## src/rtl/stream_pkg.sv

```systemverilog
// stream_pkg: framer state encoding, header layout and default magic.
package stream_pkg;
  typedef enum logic [2:0] {IDLE, HEADER, PAYLOAD, TRAILER, DONE_WAIT} state_e;
  localparam logic [15:0] MAGIC_DEF = 16'hA55A;
  localparam int HDR_MAGIC_LSB = 16;
  localparam int HDR_SEQ_LSB = 0;
  function automatic logic [31:0] make_hdr(input logic [15:0] magic, input logic [15:0] seq);
    return (32'(magic) << HDR_MAGIC_LSB) | (32'(seq) << HDR_SEQ_LSB);
  endfunction
endpackage

```

## src/rtl/stream_skid_reg.sv

```systemverilog
// stream_skid_reg: single output register that loads whenever empty or being drained.
module stream_skid_reg #(
  parameter int W = 32
) (
  input  logic         clk_i,
  input  logic         rst_i,
  input  logic         ld_valid_i,
  input  logic [W-1:0] ld_data_i,
  input  logic         ready_i,
  output logic         valid_o,
  output logic [W-1:0] data_o,
  output logic         free_o
);
  logic         valid_q;
  logic [W-1:0] data_q;
  assign free_o  = !valid_q || ready_i;
  assign valid_o = valid_q;
  assign data_o  = data_q;
  always_ff @(posedge clk_i or posedge rst_i) begin
    if (rst_i) begin
      valid_q <= 1'b0;
      data_q  <= '0;
    end else if (free_o) begin
      valid_q <= ld_valid_i;
      if (ld_valid_i) data_q <= ld_data_i;
    end
  end
endmodule

```

## src/rtl/stream_framer.sv

```systemverilog
// stream_framer: wraps a 32-bit word stream into header + payload frames with a sequence number.
// Define STREAM_FRAMER_TRAILER_EN to append a 32-bit payload sum as the last word of each frame.
module stream_framer
  import stream_pkg::*;
#(
  parameter int          PAYLOAD_LEN = 256,
  parameter logic [15:0] MAGIC       = MAGIC_DEF,
  parameter int          SEQ_W       = 16
) (
  input  logic             clk_in,
  input  logic             rst_in,
  input  logic             enable,
  input  logic             in_valid,
  input  logic [31:0]      in_data,
  output logic             in_ready,
  output logic             out_valid,
  output logic [31:0]      out_data,
  input  logic             out_ready,
  output logic             busy,
  output logic             frame_done,
  output logic [SEQ_W-1:0] seq_out
);
  state_e           state_q;
  logic [15:0]      cnt_q;
  logic [SEQ_W-1:0] seq_q, seq_d;
  logic             done_q, free, acc, fin, start, ld_v;
  logic [31:0]      ld_d;
`ifdef STREAM_FRAMER_TRAILER_EN
  logic [31:0]      csum_q;
`endif
  stream_skid_reg #(.W(32)) u_out (
    .clk_i(clk_in), .rst_i(rst_in), .ld_valid_i(ld_v), .ld_data_i(ld_d),
    .ready_i(out_ready), .valid_o(out_valid), .data_o(out_data), .free_o(free)
  );
  assign in_ready   = (state_q == PAYLOAD) && free;
  assign busy       = state_q != IDLE;
  assign frame_done = done_q;
  assign seq_out    = seq_q;
  // a back-to-back header carries the sequence number of the frame that follows the one finishing
  always_comb begin
    seq_d = seq_q + SEQ_W'(state_q == DONE_WAIT);
    fin   = (state_q == DONE_WAIT) && out_valid && out_ready;
    start = enable && in_valid && (fin || (state_q == IDLE && free));
    acc   = in_valid && in_ready;
`ifdef STREAM_FRAMER_TRAILER_EN
    ld_v  = start || acc || (state_q == TRAILER && free);
    ld_d  = start ? make_hdr(MAGIC, 16'(seq_d)) : acc ? in_data : csum_q;
`else
    ld_v  = start || acc;
    ld_d  = start ? make_hdr(MAGIC, 16'(seq_d)) : in_data;
`endif
  end
  always_ff @(posedge clk_in or posedge rst_in) begin
    if (rst_in) begin
      state_q <= IDLE;
      cnt_q   <= '0;
      seq_q   <= '0;
      done_q  <= 1'b0;
`ifdef STREAM_FRAMER_TRAILER_EN
      csum_q  <= '0;
`endif
    end else begin
      done_q <= fin;
      if (fin) seq_q <= seq_d;
      case (state_q)
        IDLE, DONE_WAIT: begin
          if (start) begin
            state_q <= HEADER;
            cnt_q   <= '0;
`ifdef STREAM_FRAMER_TRAILER_EN
            csum_q  <= '0;
`endif
          end else if (fin) state_q <= IDLE;
        end
        HEADER: state_q <= PAYLOAD;
        PAYLOAD: begin
          if (acc) begin
            cnt_q <= cnt_q + 16'd1;
`ifdef STREAM_FRAMER_TRAILER_EN
            csum_q <= csum_q + in_data;
            if (cnt_q == 16'(PAYLOAD_LEN - 1)) state_q <= TRAILER;
`else
            if (cnt_q == 16'(PAYLOAD_LEN - 1)) state_q <= DONE_WAIT;
`endif
          end
        end
`ifdef STREAM_FRAMER_TRAILER_EN
        TRAILER: if (free) state_q <= DONE_WAIT;
`endif
        default: state_q <= IDLE;
      endcase
    end
  end
endmodule

```

## config.mk

```make
export PLATFORM = sky130hd
export DESIGN_NAME = stream_framer
export DESIGN_NICKNAME = d
export VERILOG_FILES = /design/src/rtl/stream_pkg.sv /design/src/rtl/stream_skid_reg.sv /design/src/rtl/stream_framer.sv
export SDC_FILE = /design/constraint.sdc
export NUM_CORES = 1
export LEC_CHECK = 0
export CAP_MARGIN = 5
export CORE_UTILIZATION = 50
export DETAILED_ROUTE_END_ITERATION = 6
export PLACE_DENSITY_LB_ADDON = 0.2
export SYNTH_ARGS = -nofsm -noshare
export SYNTH_HDL_FRONTEND = slang
export SYNTH_HIERARCHICAL = 1
export SYNTH_SLANG_ARGS = --single-unit
```

## constraint.sdc

```tcl
create_clock -name clk_in -period 2.8 [get_ports clk_in]
set_input_delay 0.56 -clock clk_in [delete_from_list [all_inputs] [get_ports clk_in]]
set_output_delay 0.56 -clock clk_in [all_outputs]
set_load 0.1 [all_outputs]
```

* After elaboration in Yosys (flattened, before gate mapping)
Cells that the tools add are included.
** Storage, ports and cells
- Word-level logic and storage cells :: 43
- Bits of input ports :: 37
- Register bits after elaboration :: 69
- Output and inout bits :: 52
** Operators by class
- Reductions and logical operators :: 18
- Add/subtract/negate cells :: 2
- Muxes and demuxes :: 9
- Equal/unequal tests :: 8
** Operators with widths (count)
- $mux 16 :: 2
- $mux 32 :: 1
- $pmux 16 s2 :: 1
- $add 16x1->16 :: 1
- $add 16x1->16 const B :: 1
- $eq 16x8->1 const B :: 1
- $mux 3 :: 4
- $pmux 3 s3 :: 1
- $logic_and 1x1->1 :: 7
- $reduce_and 3->1 :: 2
- $ne 2x2->1 const B :: 2
- $eq 3x1->1 const B :: 1
- $eq 3x2->1 const B :: 1
- $eq 3x3->1 const B :: 1
- $logic_not 3->1 :: 1
- $logic_or 1x1->1 :: 3
- $ne 3x3->1 const B :: 1
- $reduce_bool 3->1 :: 1
- $ne 2x1->1 const B :: 1
- $reduce_and 2->1 :: 1
- $reduce_bool 2->1 :: 1
- $reduce_or 2->1 :: 1
- $logic_not 1->1 :: 1

* Longest topological paths before layout
- Depth after elaboration :: 7
- Depth in mapped cells :: 9
- Mapped depth without buffers :: 9

* Hierarchy
Netlist, hierarchy kept.
** By module, submodules not included
- stream_framer :: cells each 286, area an instance 2503.7 µm², instances 1, seq. area each 900.9 µm²
- stream_skid_reg :: cells each 72, area an instance 1395.1 µm², instances 1, seq. area each 825.8 µm²

* Least setup slack after synthesis
OpenSTA, ideal clock, no wires.
- Path type :: reg-to-reg
- Start point :: register seq_q[0], in the netlist seq_out[0]
- End point :: register u_out.data_q[11], in the netlist u_out/data_o[11]
- Setup time :: 0.125 ns
- Arrival :: 2.685 ns
- Required time :: 2.675 ns
- Buffers on the path :: 0
- Setup slack :: -0.011 ns
- Period minus slack after synthesis :: 2.811 ns
- Cell stages (with the launch flop) :: 7
- Cells stage by stage :: dfrtp_1 -> ha_1 -> nand4_1 -> or4_1 -> xnor2_1 -> mux2_2 -> mux2_4
** Between the ends
- Cells in the longest elaborated chain, start to end :: 2
** RTL lines
- from (decl) :: RTL line stream_framer.sv:25 : logic [SEQ_W-1:0] seq_q, seq_d;
- from (signal assigned) :: RTL line stream_framer.sv:64 : if (fin) seq_q <= seq_d;
- $add 16x1->16 :: RTL line stream_framer.sv:41 : seq_d = seq_q + SEQ_W'(state_q == DONE_WAIT);
- $mux 32 :: RTL line stream_framer.sv:50 : ld_d = start ? make_hdr(MAGIC, 16'(seq_d)) : in_data;
- net ld_d[11] :: RTL line stream_framer.sv:27 : logic [31:0] ld_d;
- to (signal assigned) :: RTL line stream_skid_reg.sv:25 : if (ld_valid_i) data_q <= ld_data_i;
- to (decl) :: RTL line stream_skid_reg.sv:15 : logic [W-1:0] data_q;
The timed path passes the listed nets, and every way through them passes these cells.
A chain may end at the register's enable or synchronous reset.

* Worst setup path after layout
- Start point :: register state_q[2]
- End point :: register u_out.data_q[11], in the netlist u_out/data_o[11]
** Between the ends
- Elaborated cells between the ends (all ways) :: 14
- Those cells by class :: 1 x add/sub; 2 x eq/ne; 1 x mux; 10 x reduce/logical
** RTL lines
- from (decl) :: RTL line stream_framer.sv:23 : state_e state_q;
- from (signal assigned) :: RTL line stream_framer.sv:55 : state_q <= IDLE;
- from (signal assigned) :: RTL line stream_framer.sv:68 : state_q <= HEADER;
- from (signal assigned) :: RTL line stream_framer.sv:73 : end else if (fin) state_q <= IDLE;
- parallel branches: the longest is 5 deep, another holds $add 16x1->16
- $mux 32 (*) :: RTL line stream_framer.sv:50
- net ld_d[11] :: RTL line stream_framer.sv:27
Mark *: on every way through the listed nets, which the timed path passes.

==> summary.md <==
| Metric | Value |
|---|---|
| Outcome | `finished, final reports clean` |
| Area Overhead vs Synth | `28.7%` |
| Post-CTS setup repair buffer count | `0` |
| RSZ-0062 raised after global routing | `false` |
| # DRC | `0` |
| Detail-routed net length per standard cell | `roughly 17 um` |
| Port bufs | `between 80 and 90` |
| Max_slew headroom | `0.636` |
| Nets@finish | `just under 500` |
| Full die area | `slightly above 0.008 sq mm` |
| Gp weighted congestion | `0.863` |
| Crit path max fanout | `5` |
| CP endpoint kind | `flop` |
| Largest net degree at the start of global routing | `37` |
| Critical Path Max Stage Delay | `0.57 ns` |
| Final clock skew | `between 0.015 and 0.02 ns` |
| Final hold viol count | `0` |
| Io pins | `89` |
| MaxCap Viol Count | `0` |
| Routed wire length | `around 9.5 mm` |
| Post-synthesis cell area | `about 0.0039 sq mm` |
| FP Rows | `31` |
| R2r setup slk | `approximately 0.11 ns` |
| FMAX | `roughly 0.37 GHz` |
| DR vias/cell | `~5.6` |
| First-pass GRT wire length | `16.1 mm` |
| Total GRT Usage | `0.250` |
| Area of the core | `about 0.0074 sq mm` |
| Final Max Tran Viols | `0` |
| Routed Antenna Nets | `0` |
| Critical Path Slowest Stage Cell | `or4_1` |
| Max Root-Sink Buffers | `2` |
| Reg-to-Reg End | `u_out/data_o[11]$_DFFE_PP0P_` |
| EDFF count, synth | `0` |
| Initial antenna violation count | `0` |
| Slew @ Worst Pin | `between 0.5 and 0.6 ns` |
| Worst vdd ir | `roughly 0.00094 V` |
| Placed Area | `slightly below 0.005 sq mm` |
| GRT overflow | `0` |
| Hold buffers post-CTS | `0` |
| Number of inserted diodes | `0` |
| Cell Chain, Critical Path | `or3b_4 -> inv_1 -> ha_1 -> nand4_1 -> or4_1 -> xnor2_1 -> mux2_2 -> mux2_4` |
| Minimum clock period | `about 2.7 ns` |
| Arr. time, crit path | `about 3 ns` |
| Top_reg_cell synth | `dfrtp_1` |
| CTS tree | `done` |
| Initial core utilization | `0.526` |
| Worst skew pair latency | `around 0.35 ns` |
| 1st-pass router iterations | `4` |
| Setup TNS | `0 ns` |
| Post-DP HPWL | `roughly 6.9 mm` |
| Syn avg cell area | `around 11 sq um` |
| Register area share after synthesis | `0.443` |
| Final Hold Slack | `0.379 ns` |
| Setup slack after layout | `0.112 ns` |
| Pre-CTS setup slack | `about 0.037 ns` |
| Share of layout cells above drive strength 1 | `0.316` |
| Clk sinks | `between 60 and 70` |
| Hold Crit Class | `input pin to asynchronous set/reset pin` |
| Asr flop ratio synth | `1.00` |
| Starting DRT DRC Count | `roughly 170` |
| Reg2Reg Launch Point | `state_q[2]$_DFFE_PP0P_` |
| Die H | `~90 um` |
| Die width | `about 90 um` |
| Vias | `3105` |
| CP Launch Type | `flop` |
| H-tree depth | `3` |
| Critical Path RT | `a little over 3 ns` |
| Syn Inst Count | `between 300 and 400` |
| Layout fillers | `roughly 600` |
| Worst-path clk slew | `0.09 ns` |
| Setup-failing EPs final | `0` |
| YS warnings | `6` |
| CTS buffer count | `9` |
| Post-route clock period utilization | `0.960` |
| FF-to-FF path depth | `8` |
| Critical path class | `flop to flop` |
| Pwr Density | `around 1100 mW/mm^2` |
| P_leak | `2.38 nW` |
| Vias in the first global route | `approximately 3300` |
| Synth Net Count | `around 400` |
| Clock Tree Root | `clkbuf_8` |
| Final instance area | `approximately 0.005 sq mm` |
| Seq cells post-synth | `roughly 70` |
| Post-synth cell types | `between 40 and 50` |
==> what timing repair did <==
item,CTS,global route
resized for setup,0,3
endpoints found under the hold margin,0,0
setup endpoints to repair,0,2
==> Yosys cell counts, types with 2 or more instances <==
cell type   n  share of area
o21ai_0    15          0.019
and4_1      5          0.011
a211oi_1    3         0.0058
or3_1       2         0.0032
a2bb2oi_1   2         0.0045
clkbuf_1   13          0.013
or4_1       3         0.0058
nor2_1     10         0.0096
mux2i_1    13          0.033
and3_1      3         0.0048
mux2_2      7          0.020
nand3_1    12          0.015
mux2_4     30           0.12
dfrtp_1    69           0.44
buf_2       4         0.0051
or2_2       8          0.013
nor2b_1     8          0.013
nor4_1      5         0.0080
and2_1      4         0.0064
nand4_1    11          0.018
buf_1       2         0.0019
inv_1       8         0.0077
nand2_1    24          0.023
ha_1        3         0.0096
xnor2_1    22          0.049
nor3_1      6         0.0077
buf_12      3          0.015
a22o_1      2         0.0045
a21o_1     11          0.021
xor2_1      6          0.013
a21oi_1    27          0.035
==> state kept, by name, summed over array words and instances, names as in the netlist <==
| name | flops |
|---|---|
| u_out/valid_o | 1 |
| u_out/data_o | 32 |
| frame_done | 1 |
| seq_out | 16 |
| state_q | 3 |
| cnt_q | 16 |
==> layer usage <==
layer	part of all wire	global-route usage	up-vias
met3	0.049	0.0530	20
met5	0	0	-
met2	0.49	0.401	89
li1	-	-	1462
met1	0.43	0.328	1534
met4	0.029	0.105	0
==> power breakdown <==
group | total (mW) | switching (mW) | internal, mW
logic | 3.35 | 2.43 | 0.920
registers | 1.46 | 0.188 | 1.27
clock network | 0.835 | 0.420 | 0.414
==> critical path: cells and delay by family (launching register included) <==
| kind | cells | cell delay, ns |
|---|---|---|
| xor gates and xnor gates | 1 | 0.19 |
| buffers and inverters | 1 | 0.11 |
| DFF | 1 | 0.41 |
| and+or+nand+nor | 3 | 1.11 |
| adders and majority gates | 1 | 0.22 |
| muxes | 2 | 0.54 |
==> layout by cell type (no fill, tap or decap), types with 11 or more instances in the layout <==
cell type / synthesis / final
a21o_1: 11 / 11
a21oi_1: 27 / 27
buf_4: 1 / 71
clkdlybuf4s50_1: 0 / 36
dfrtp_1: 69 / 68
mux2_4: 30 / 30
mux2i_1: 13 / 13
nand2_1: 24 / 24
nand3_1: 12 / 11
nand4_1: 11 / 11
o21ai_0: 15 / 14
xnor2_1: 22 / 22
==> cells by family (layout without fill, tap and decap cells) <==
| logic type | Yosys count | after routing | share of synthesized area |
|---|---|---|---|
| and+or+nand+nor | 110 | 110 | 0.162 |
| DFF | 69 | 69 | 0.443 |
| xor gates and xnor gates | 28 | 28 | 0.0629 |
| adders and majority gates | 3 | 3 | 0.00963 |
| AOI/OAI and AO/OA | 66 | 66 | 0.106 |
| buffers and inverters | 32 | 133 | 0.0475 |
| muxes | 50 | 50 | 0.169 |
==> final cells by class <==
class / instances / area (sq um) / area share
Sequential cell: 69 / 1730 / 0.344
Multi-Input combinational cell: 257 / 2000 / 0.400
Inverter: 8 / 30.0 / 0.00599
Clock buffer: 9 / 124 / 0.0247
Tap cell: 99 / 124 / 0.0247
Timing Repair Buffer: 109 / 933 / 0.186
Clock inverter: 7 / 73.8 / 0.0147
==> how the worst max path moves through the flow <==
stage / from / to / slack (ns) / cells after the start
4_1_cts: state_q[2]$_DFFE_PP0P_ / u_out/data_o[11]$_DFFE_PP0P_ / 0.14 / 8
3_5_place_dp: out_ready / u_out/data_o[11]$_DFFE_PP0P_ / 0.04 / 7
5_1_grt: state_q[2]$_DFFE_PP0P_ / u_out/data_o[11]$_DFFE_PP0P_ / 0.02 / 8
3_3_place_gp: out_ready / u_out/data_o[4]$_DFFE_PP0P_ / 0.09 / 7
2_1_floorplan: seq_out[6]$_DFFE_PP0P_ / u_out/data_o[11]$_DFFE_PP0P_ / 0.002 / 6
6_report: state_q[2]$_DFFE_PP0P_ / u_out/data_o[11]$_DFFE_PP0P_ / 0.11 / 8
==> metrics by stage <==
stage / utilization / cells / total power, mW
2_1_floorplan: - / 358 / 4.11
3_3_place_gp: 0.648 / 542 / 4.78
3_5_place_dp: 0.648 / 542 / 4.83
4_1_cts: 0.675 / 558 / 5.66
5_1_grt: 0.677 / 558 / 5.84
6_report: 0.677 / 558 / 5.64
Note: power is estimated with default switching activity, not from simulation.
